### config.mk
export PLATFORM = sky130hd
export DESIGN_NAME = rom_port_arbiter_flat
export DESIGN_NICKNAME = d
export VERILOG_FILES = /design/src/rtl/rom_port_arbiter_if.sv /design/src/rtl/rom_port_arbiter.sv /design/src/flat_wrapper.sv
export SDC_FILE = /design/constraint.sdc
export NUM_CORES = 1
export LEC_CHECK = 0
export ABC_AREA = 1
export CORE_UTILIZATION = 44
export CTS_BUF_LIST = sky130_fd_sc_hd__clkbuf_2 sky130_fd_sc_hd__clkbuf_4 sky130_fd_sc_hd__clkbuf_8
export DETAILED_ROUTE_END_ITERATION = 7
export PLACE_DENSITY = 0.81
export SYNTH_ARGS = -nofsm -noshare
export SYNTH_HDL_FRONTEND = slang
export SYNTH_SLANG_ARGS = --single-unit
### constraint.sdc
create_clock -name i_clk -period 1.1 [get_ports i_clk]
set_input_delay 0.33 -clock i_clk [delete_from_list [all_inputs] [get_ports i_clk]]
set_output_delay 0.33 -clock i_clk [all_outputs]
set_load 0.01 [all_outputs]
### src/rtl/rom_port_arbiter_if.sv
// Purpose : bundles the Fetch/Memory request handshakes and the ROM read port.
// Latency : none, wiring only.
// Backpres: start is a level request held until the matching one-cycle done pulse.
// Ports   : fe_start/fe_addr -> fe_q/fe_done     Fetch requester
//           mem_start/mem_addr -> mem_q/mem_done Memory requester
//           rom_addr -> rom_q                    synchronous ROM, data one clock after address
//           modport master = CPU stages + ROM, modport slave = arbiter
interface rom_port_arbiter_if #(
   parameter int WIDTH     = 32,
   parameter int ADDR_BITS = 10
);
   logic                 fe_start;
   logic [ADDR_BITS-1:0] fe_addr;
   logic [WIDTH-1:0]     fe_q;
   logic                 fe_done;
   logic                 mem_start;
   logic [ADDR_BITS-1:0] mem_addr;
   logic [WIDTH-1:0]     mem_q;
   logic                 mem_done;
   logic [ADDR_BITS-1:0] rom_addr;
   logic [WIDTH-1:0]     rom_q;

   modport master (
      output fe_start, fe_addr, mem_start, mem_addr, rom_q,
      input  fe_q, fe_done, mem_q, mem_done, rom_addr
   );

   modport slave (
      input  fe_start, fe_addr, mem_start, mem_addr, rom_q,
      output fe_q, fe_done, mem_q, mem_done, rom_addr
   );
endinterface

### src/rtl/rom_port_arbiter.sv
// Purpose : shares one synchronous ROM read port between Fetch and Memory, alternating on conflict.
// Latency : 3 clocks from start sampled to done pulse; one read per 3 clocks.
// Backpres: requester holds start until done; on conflict the loser waits one full transaction.
// Ports   : i_clk, i_reset (synchronous, active high), bus (rom_port_arbiter_if.slave)
module rom_port_arbiter #(
   parameter int WIDTH     = 32,
   parameter int ADDR_BITS = 10
) (
   input  logic                i_clk,
   input  logic                i_reset,
   rom_port_arbiter_if.slave   bus
);

   typedef enum logic [1:0] {
      ST_IDLE = 2'd0,
      ST_READ = 2'd1,
      ST_CAPT = 2'd2
   } state_t;

   localparam logic ID_FE  = 1'b0;
   localparam logic ID_MEM = 1'b1;

   state_t               r_state;
   state_t               w_next_state;
   // The requester being served is always the most recent grant, so a single
   // register serves both as the current grant and as the alternation history.
   logic                 r_last_grant;
   logic [ADDR_BITS-1:0] r_rom_addr;
   logic [WIDTH-1:0]     r_fe_q;
   logic [WIDTH-1:0]     r_mem_q;
   logic                 r_fe_done;
   logic                 r_mem_done;

   logic                 w_fe_elig;
   logic                 w_mem_elig;
   logic                 w_any_elig;
   logic                 w_pick;
   logic                 w_load_grant;
   logic                 w_capture;

   // A requester whose done is high this cycle is still holding start from the
   // finished handshake; masking it prevents a duplicate read.
   assign w_fe_elig  = bus.fe_start  & ~r_fe_done;
   assign w_mem_elig = bus.mem_start & ~r_mem_done;
   assign w_any_elig = w_fe_elig | w_mem_elig;
   // Both asking: serve whoever did not go last. Otherwise serve the one asking.
   assign w_pick     = (w_fe_elig & w_mem_elig) ? ~r_last_grant : w_mem_elig;

   // State register
   always_ff @(posedge i_clk) begin
      if (i_reset) begin
         r_state <= ST_IDLE;
      end else begin
         r_state <= w_next_state;
      end
   end

   // Next-state logic
   always_comb begin
      w_next_state = r_state;
      case (r_state)
         ST_IDLE: if (w_any_elig) w_next_state = ST_READ;
         ST_READ: w_next_state = ST_CAPT;
         ST_CAPT: w_next_state = ST_IDLE;
         default: w_next_state = ST_IDLE;
      endcase
   end

   // Output decode: strobes for the datapath registers
   always_comb begin
      w_load_grant = 1'b0;
      w_capture    = 1'b0;
      case (r_state)
         ST_IDLE: w_load_grant = w_any_elig;
         ST_CAPT: w_capture    = 1'b1;
         default: ;
      endcase
   end

   // Datapath: grant/address latch, per-requester data holding registers
   always_ff @(posedge i_clk) begin
      if (i_reset) begin
         r_last_grant <= ID_FE;
         r_rom_addr   <= '0;
         r_fe_q       <= '0;
         r_mem_q      <= '0;
         r_fe_done    <= 1'b0;
         r_mem_done   <= 1'b0;
      end else begin
         r_fe_done  <= 1'b0;
         r_mem_done <= 1'b0;
         if (w_load_grant) begin
            // Address is sampled only here; later changes are ignored.
            r_rom_addr   <= (w_pick == ID_MEM) ? bus.mem_addr : bus.fe_addr;
            r_last_grant <= w_pick;
         end
         if (w_capture) begin
            if (r_last_grant == ID_MEM) begin
               r_mem_q    <= bus.rom_q;
               r_mem_done <= 1'b1;
            end else begin
               r_fe_q     <= bus.rom_q;
               r_fe_done  <= 1'b1;
            end
         end
      end
   end

   assign bus.rom_addr = r_rom_addr;
   assign bus.fe_q     = r_fe_q;
   assign bus.fe_done  = r_fe_done;
   assign bus.mem_q    = r_mem_q;
   assign bus.mem_done = r_mem_done;

endmodule
### src/flat_wrapper.sv
// flat-port wrapper written by rule: the top's interface ports become plain ports
module rom_port_arbiter_flat 
#(
   parameter int WIDTH     = 32,
   parameter int ADDR_BITS = 10
)
  (i_clk, i_reset, bus_fe_start, bus_fe_addr, bus_mem_start, bus_mem_addr, bus_rom_q, bus_fe_q, bus_fe_done, bus_mem_q, bus_mem_done, bus_rom_addr);
  rom_port_arbiter_if #(.WIDTH(WIDTH), .ADDR_BITS(ADDR_BITS)) bus_i ();
  input  logic i_clk;
  input  logic i_reset;
  input wire logic [$bits(bus_i.fe_start)-1:0] bus_fe_start;
  input wire logic [$bits(bus_i.fe_addr)-1:0] bus_fe_addr;
  input wire logic [$bits(bus_i.mem_start)-1:0] bus_mem_start;
  input wire logic [$bits(bus_i.mem_addr)-1:0] bus_mem_addr;
  input wire logic [$bits(bus_i.rom_q)-1:0] bus_rom_q;
  output wire logic [$bits(bus_i.fe_q)-1:0] bus_fe_q;
  output wire logic [$bits(bus_i.fe_done)-1:0] bus_fe_done;
  output wire logic [$bits(bus_i.mem_q)-1:0] bus_mem_q;
  output wire logic [$bits(bus_i.mem_done)-1:0] bus_mem_done;
  output wire logic [$bits(bus_i.rom_addr)-1:0] bus_rom_addr;
  assign bus_i.fe_start = bus_fe_start;
  assign bus_i.fe_addr = bus_fe_addr;
  assign bus_i.mem_start = bus_mem_start;
  assign bus_i.mem_addr = bus_mem_addr;
  assign bus_i.rom_q = bus_rom_q;
  assign bus_fe_q = bus_i.fe_q;
  assign bus_fe_done = bus_i.fe_done;
  assign bus_mem_q = bus_i.mem_q;
  assign bus_mem_done = bus_i.mem_done;
  assign bus_rom_addr = bus_i.rom_addr;
  rom_port_arbiter #(.WIDTH(WIDTH), .ADDR_BITS(ADDR_BITS)) u_core (.i_clk(i_clk), .i_reset(i_reset), .bus(bus_i));
endmodule
* Word-level counts from Yosys, hierarchy flattened
Cells that the tools add are included.
Operators by class: reduce and logical (&&, ||, !) cells 4, multiplexer cells 8, equal/unequal tests 3, bitwise logic cells 8
Operators with widths (count):
- 10-bit two-way mux | 1
- 1-bit two-way mux | 5
- 1-bit inverter | 4
- 2-bit one-hot mux with 2 select lines | 1
- 2-bit AND reduction | 2
- 1-bit bitwise AND | 3
- 2-bit by 1-bit equality test with 1-bit output (second input constant) | 1
- 2-bit equality test (second input constant) | 1
- 2-bit logical NOT | 1
- 2-bit two-way mux | 1
- 2-bit by 1-bit != test with 1-bit output (second input constant) | 1
- 2-bit OR reduction | 1
- 1-bit bitwise OR | 1
Word-level totals: bits in registers 79, input port bits 56, output and inout port bits 76

* Depth between registers and ports, before layout
word-level depth 5, depth in mapped cells 8, gate-level depth less buffers 7

* Worst setup path after synthesis
No wires, ideal clock.
path type register to register, from reg u_core.r_fe_done, in the netlist u_core.bus.fe_done, to reg u_core.r_rom_addr[1], in the netlist u_core.bus.rom_addr[1], setup time 0.112 ns, setup slack -0.016 ns, data arrival time 1.004 ns, required time 0.988 ns, cell stages (with the launch flop) 9, cells stage by stage dfxtp_1 -> inv_1 -> nand2_1 -> nand2_1 -> nand2_1 -> buf_2 -> nand2_1 -> nand2_1 -> nor2_1
On the way: cells in the longest elaborated chain, start to end 5
RTL lines:
- from (decl) | RTL line rom_port_arbiter.sv:31 | logic r_fe_done;
- from (signal assigned) | RTL line rom_port_arbiter.sv:87 | r_fe_done <= 1'b0;
- from (signal assigned) | RTL line rom_port_arbiter.sv:90 | r_fe_done <= 1'b0;
- from (signal assigned) | RTL line rom_port_arbiter.sv:103 | r_fe_done <= 1'b1;
- 1-bit inverter (*) | RTL line rom_port_arbiter.sv:43 | assign w_fe_elig = bus.fe_start & ~r_fe_done;
- 1-bit bitwise AND (*) | RTL line rom_port_arbiter.sv:43
- 1-bit bitwise AND | RTL line rom_port_arbiter.sv:47 | assign w_pick = (w_fe_elig & w_mem_elig) ? ~r_last_grant : w_mem_elig;
- 1-bit two-way mux | RTL line rom_port_arbiter.sv:47
- 10-bit two-way mux | RTL line rom_port_arbiter.sv:94 | r_rom_addr <= (w_pick == ID_MEM) ? bus.mem_addr : bus.fe_addr;
- to (signal assigned) | RTL line rom_port_arbiter.sv:94
- to (decl) | RTL line rom_port_arbiter.sv:28 | logic [ADDR_BITS-1:0] r_rom_addr;
Mark *: on every way between the ends. The rest lies on a longest branch, timed or not. A chain may end at the register's enable or synchronous reset.

* Worst setup path in the final report
from reg u_core.r_fe_q[0], in the netlist u_core.bus.fe_q[0], to out bus_fe_q[0]
RTL lines:
- from (decl) | RTL line rom_port_arbiter.sv:29 | logic [WIDTH-1:0] r_fe_q;
- from (signal assigned) | RTL line rom_port_arbiter.sv:102 | r_fe_q <= bus.rom_q;
- to (decl) | RTL line flat_wrapper.sv:16 | output wire logic [$bits(bus_i.fe_q)-1:0] bus_fe_q;
No word-level cell between the ends.

==> reports/results.txt <==
Outcome -> finished, violations left
Failing checks -> negative setup slack
Logic pwr share -> 20.5%
Vias in the first global route -> 2,755
Max Slew Vio Count -> 0
CP max-delay cell -> dfxtp_2
Synth Register Bits -> 79
Fmax achieved -> 873.9 MHz
Clk pin slew, worst setup/hold paths -> 0.09 ns
# setup viols final -> 81
Critical Path End Type -> primary output
Filler instances -> 461
Overall Power -> 6.720 mW
Worst path max stage delay -> 0.36 ns
# IOs -> 132
HPWL Detailed -> 5.497 mm
Violation count after the first detailed-route iteration -> 82
Mapped Cells -> 402
Final Hold Fails -> 0
Worst Skew -> 0.009770 ns
Antenna cells -> 0
CTS tree -> done
All-Layer GR Usage -> 21.64%
Static leakage -> 2.241 nW
RSZ-0062 raised after global routing -> yes
Delay-heaviest family, CP -> flip-flops
Total number of vias -> 3,077
Post-Route WL -> 8.967 mm
Max clock buf depth -> 2
Die height -> 85.89 um
Final period util -> 104.0%
# rows -> 30
Multi-input logic area -> 1247 um^2
CP bufs+invs -> 1
FF/Latch Area -> 1685 um^2
PwrDens -> 1239 nW/um^2
Final Wtd Congestion -> 0.7747
Syn avg cell area -> 7.703 um^2
VDD IR max -> 709.9 uV
DRC viols -> 0
P_int -> 4.911 mW
Startpoint types -> flip-flop
Worst setup path category -> flip-flop to primary output
IO buf count -> 131
Crit path cell chain -> buf_6
Mapped Nets -> 458
Total CTS buffers -> 9
Final antenna-violating net count -> 0
Htree depth -> 3
DIE WIDTH -> 85.89 um
Syn. warnings -> 0
Largest net degree at the start of global routing -> 40
Sequential share of the synthesized area -> 51.07%
Worst slack at placement -> -0.5073 ns
Worst EP arrival -> 0.81 ns
Worst Path Required -> 0.77 ns
Reg power frac -> 47.2%
Sink Count -> 79
Switching part of the total power -> 26.93%
Layout cell share with drive strength beyond 1 -> 46.43%
Worst-Margin Slew -> 0.2202 ns
Worst-path maximum fanout -> 2
Post-synthesis instance area -> 3097 um^2
Area leader, netlist -> dfxtp_1
Slew HR -> 85.29%
Tmin final -> 1.144 ns
Fin nets -> 611
Routed len/inst -> 13.67 um
Effective utilization at floorplan -> 45.58%
Top-area cell type share of the netlist area -> 51.07%
Clock share of power -> 32.3%
Syn-to-layout area delta -> 75.15%
Setup ws final -> -0.04428 ns
Die area -> 7377 um^2
Remaining Overflow, GRT -> 0
Switch Pwr -> 1.810 mW
Max-Cap Viols -> 0
Dominant cells by area after synthesis -> dfxtp_1 (51%), a21oi_1 (11%), inv_1 (9.6%)
Core area -> 6794 um^2
First-pass GRT wire length -> 12.46 mm
Worst-Skew Late Latency -> 0.35 ns
Hold Path Class -> flip-flop to flip-flop
CTS root buf -> clkbuf_8
Initial antenna violation count -> 0
DRT Pass-1 Iters -> 4
Synth cell types -> 20
Drt via density -> 4.691
[layout by cell type (no fill, tap or decap), types with 8 or more instances in the layout]
cell | Yosys | layout
buf_6 | 4 | 86
dfxtp_2 | 0 | 77
inv_1 | 79 | 74
a21oi_1 | 65 | 57
clkdlybuf4s50_1 | 0 | 53
o21ai_1 | 25 | 41
nand2_1 | 35 | 33
nor2_1 | 25 | 22
o21ai_2 | 0 | 17
buf_4 | 7 | 16
clkbuf_8 | 0 | 9
a21oi_2 | 0 | 8
[sequential cells by signal, summed over array words and instances (netlist names)]
signal,count
u_core.bus.fe_q,32
u_core.bus.mem_q,32
u_core.bus.rom_addr,10
u_core.r_state,2
u_core.bus.fe_done,1
u_core.bus.mem_done,1
u_core.r_last_grant,1
[cells by family (layout without fill, tap and decap cells)]
| kind of cell | Yosys count | in the layout | share of synthesized area [%] |
|---|---|---|---|
| AND/OR/NAND/NOR | 75 | 75 | 9.737 |
| buffers and inverters | 108 | 265 | 15.39 |
| flip-flops | 79 | 79 | 51.07 |
| AO/OA/AOI/OAI | 140 | 141 | 23.80 |
[what timing repair did]
action	in CTS	in global routing
resized for setup	477	97
pin swaps	5	22
setup buffers	3	10
hold buffers	0	0
gates cloned	1	6
hold endpoints to repair	0	0
setup endpoints to repair	92	150
[routing by layer]
layer	vias to the layer above	wire (um)	part of all wire (%)	GRT usage [%]
met2	90	4539	51	35.93
met3	16	505	5.6	6.449
met5	-	0	0	0
met4	0	155	1.7	9.848
li1	1578	-	-	-
met1	1393	3766	42	25.81
[power by group through the flow]
stage                     combinational, mW  sequential [mW]  clock [mW]
after detailed placement               1.13             3.16           0
after floorplan                       0.440             3.22           0
final                                  1.38             3.17        2.17
after CTS                              1.21             3.16        2.19
after global placement                 1.11             3.16           0
after global routing                   1.49             3.18        2.34
[per-stage QoR]
stage	TNS [ns]	cells	hold slack (ns)	cell area, um^2	utilization (%)
global route	-6.208	656	0.4659	5424	79.83
detailed placement	-28.25	620	0.4347	4551	66.98
global placement	-26.13	620	0.4293	4551	66.98
floorplan	0	402	0.4024	3099	-
CTS	-2.561	640	0.4526	5009	73.72
finish	-1.750	656	0.4505	5424	79.83
[cells in the mapped netlist, drive strengths merged]
master and instances:
clkbuf 4, o21ai 64, buf 23, a21oi 66, nand2 36, nor3 1, dfxtp 79, a21boi 10
nor2 25, nand3 13, inv 81
[final timing paths]
kind,startpoint,end,slack (ns),cells past startpoint
setup reg to reg,u_core.r_last_grant,u_core.bus.fe_q[20],-0.03,5
setup / recovery,u_core.bus.fe_q[0],bus_fe_q[0],-0.04,1
hold / removal,u_core.bus.mem_q[10],u_core.bus.mem_q[10],0.45,2
hold reg to reg,u_core.bus.mem_q[10],u_core.bus.mem_q[10],0.45,2
[cell type report]
| type | instances | share of cell area (%) |
|---|---|---|
| well taps | 96 | 2.215 |
| clock buffers | 11 | 2.561 |
| flip-flops and latches | 79 | 31.07 |
| clock inverters | 5 | 1.038 |
| inverters | 81 | 5.698 |
| multi-input cells | 216 | 23.00 |
| repair buffers | 168 | 34.42 |
(Power assumes the default switching activity.)
